File: src/rtl/sign_extender.sv
// rtl/sign_extender.sv - registered sign/zero extension of an immediate for the ALU operand B mux
module sign_extender #(
    parameter int IN_W  = 8,
    parameter int OUT_W = 16
) (
    input  logic             clk,
    input  logic             reset,
    input  logic [IN_W-1:0]  In,
    input  logic             S,
    output logic [OUT_W-1:0] Out
);

    logic [OUT_W-1:0] ext;

    generate
        if (OUT_W < IN_W) begin : g_bad_width
            $error("sign_extender: OUT_W must be >= IN_W");
        end else if (OUT_W == IN_W) begin : g_same_width
            // Nothing to extend, so the mode bit is irrelevant here.
            always_comb begin
                ext = In;
            end
        end else begin : g_extend
            localparam int PAD_W = OUT_W - IN_W;
            logic pad_bit;

            // Keeping the pad bit separate means the low bits never depend on S.
            always_comb begin
                pad_bit = S & In[IN_W-1];
                ext     = {{PAD_W{pad_bit}}, In};
            end
        end
    endgenerate

    always_ff @(posedge clk) begin
        if (!reset) begin
            Out <= '0;
        end else begin
            Out <= ext;
        end
    end

endmodule

File: config.mk
export PLATFORM = sky130hd
export DESIGN_NAME = sign_extender
export DESIGN_NICKNAME = d
export VERILOG_FILES = /design/src/rtl/sign_extender.sv
export SDC_FILE = /design/constraint.sdc
export NUM_CORES = 1
export LEC_CHECK = 0
export CAP_MARGIN = 20
export CORE_AREA = 2 2 39 41
export DETAILED_ROUTE_END_ITERATION = 12
export DIE_AREA = 0 0 41 43
export PLACE_DENSITY_LB_ADDON = 0.3
export SYNTH_ARGS = -nofsm -noshare
export SYNTH_HDL_FRONTEND = slang
export SYNTH_SLANG_ARGS = --single-unit
File: constraint.sdc
create_clock -name clk -period 0.8 [get_ports clk]
set_clock_uncertainty 0.1 [all_clocks]
set_input_delay 0.12 -clock clk [delete_from_list [all_inputs] [get_ports clk]]
set_output_delay 0.12 -clock clk [all_outputs]
set_load 0.005 [all_outputs]
==> impl_results.md <==
- CTS tree: built
- Clock Tree Buf Depth: 2
- Area of the multi-input gates: 66.3 um2
- Layout Cells excl Fill: 64
- Worst-margin pin slew: 0.221 ns
- Layout cells sized above 1: 58.3%
- Number of global-route vias before repair: 205
- CTS buffer count: 3
- Max_cap viols: 0
- DRT iter0 DRCs: 2
- Startpoint class of the critical path: flop
- Design area: roughly 480 um2
- Pwr/cell area: 1940 mW/mm2
- Synthesized area: ~300 um2
- Placed cell area: 527 um2
- Overall Global Routing Usage: 7.94%
- Fin crit share: 119%
- TritonCTS Sinks: 9
- First-pass GRT wire length: 834 um
- Via count: 221
- DIE WIDTH: approximately 40 um
- Synth cell types: 4
- Grt ovf: 0
- Worst path slowest cell: dfxtp_4
- Min cycle time layout: approximately 0.95 ns
- Max-slew violation count: 0
- Min-delay worst type: primary input to flop
- Fillers: 156
- Leakage power: 0.243 nW
- Final Setup Violations: 16
- Initial DRT Pass Iterations: 2
- Total power: 923 uW
- Slew HR: 85.3%
- Setup WS post-layout: -0.153 ns
- Core Area: 0.00138 mm2
- VDD IR max: 0.793 mV
- Final core occ: 34.4%
- Outcome: finished, violations left
- Max Freq: 1050 MHz
- Critical path type: flop to output port
- Port bufs: 26
- Syn. warnings: 0
- Hold Vio Cnt, Final: 0
- Busiest grt layer: met2
- Routability cong.: 0.570
- Post-Syn Instances: 25
- CP delay by family, top: flip-flops
- Final WL: between 500 and 600 um
- Post-DRT Antenna Nets: 0
- # placed instances: 60
- Vias per cell: 3.45
- Routing usage on met1: 7.74%
- Max FO, Critical Path: 8
- Initial antenna violation count: 0
- Crit path capture type: output port
- M3 GR Usage: 3.14%
- Routed len/inst: approximately 8.6 um
- Clock slew at reported path FFs: 0.06 ns
- Register area: roughly 180 um2
- Syn_nets: 36
- Initial Util: 21.6%
- IO Pins: 27
- CTS root buf: clkbuf_4
- Crit path required time: a little under 0.6 ns
- Number of flip-flops under the largest register name: 9
- Post-CTS Setup Bufs: 0
- Largest net degree at the start of global routing: 10
- CTS Hold Bufs: 0
- Largest regs: Out: 9 flops
- Cells along the critical path: buf_2
- Unrepaired setup endpoints after global routing: yes
- Seq/Total Area, Yosys: 60.3%
- Met2 usage: 10.6%
- DRC viols: 0
- Row cnt: 14
- Largest stage delay, worst path: 0.36 ns
- DIE HEIGHT: around 43 um
- Largest Register: Out
- Violated checks: setup timing
- H-tree depth: 1
- Buffer and inverter count on the worst path: 1
- Layout net count: 60
- Worst EP arrival: 0.73 ns
- ANT cells: 0
- P&R area growth vs syn: 59.0%
- DIE AREA: 0.00176 mm2
- Synth Register Bits: 9
- Syn_area_per_cell: ~12 um2
==> cells by family after synthesis <==
family / share of synthesized area [%]
simple gates: 22.2
flops: 60.3
buf+inv: 17.6
==> power by group <==
| group | internal [mW] | switching (mW) | total [mW] |
|---|---|---|---|
| Sequential | 0.470 | 0.00701 | 0.477 |
| Clock | 0.191 | 0.146 | 0.337 |
| Combinational | 0.0785 | 0.0307 | 0.109 |
| Total | 0.740 | 0.183 | 0.923 |
==> path summary, 6_finish.rpt <==
path,start,endpoint,slack (ns),cells after the start
setup / recovery,Out[8],Out[8],-0.15,1
hold / removal,reset,Out[5],0.28,2
==> metal layers <==
metal / wire length (um) / part of all wire, % / up-vias
met5: 0 / 0 / -
met4: 0 / 0 / 0
met3: 61 / 11 / 0
met2: 275 / 50 / 13
met1: 212 / 39 / 93
li1: - / - / 115
==> synthesized netlist by cell type <==
cell,n,area share [%]
dfxtp_1,9,60
and2_2,8,20
buf_4,7,18
and3_1,1,2.1
==> per-stage QoR <==
stage | hold slack [ns] | setup TNS [ns] | setup WS (ns)
2_1_floorplan | 0.156 | 0 | 0.0164
3_3_place_gp | 0.617 | -7.22 | -0.354
3_5_place_dp | 0.623 | -7.21 | -0.373
4_1_cts | 0.302 | -1.99 | -0.160
5_1_grt | 0.340 | -2.32 | -0.188
6_report | 0.285 | -1.85 | -0.153
==> layout make-up <==
cell class	instances	area share, %
Sequential cell	9	38.7
Timing Repair Buffer	26	37.6
Multi-Input combinational cell	9	13.9
Clock buffer	4	5.53
Tap cell	16	4.21
==> cell usage in the layout, fill, tap and decap left out, drive strengths merged <==
master         instances
and2                   8
and3                   1
buf                   16
clkbuf                 4
clkdlybuf4s50          9
dfxtp                  9
dlygate4sd2            1
==> repair_timing <==
item	CTS	global route
cloned	0	0
endpoints found under the hold margin	0	0
endpoints found under the setup margin	25	16
gates resized for setup	67	0
pin swaps	0	0
(Power assumes the default switching activity.)
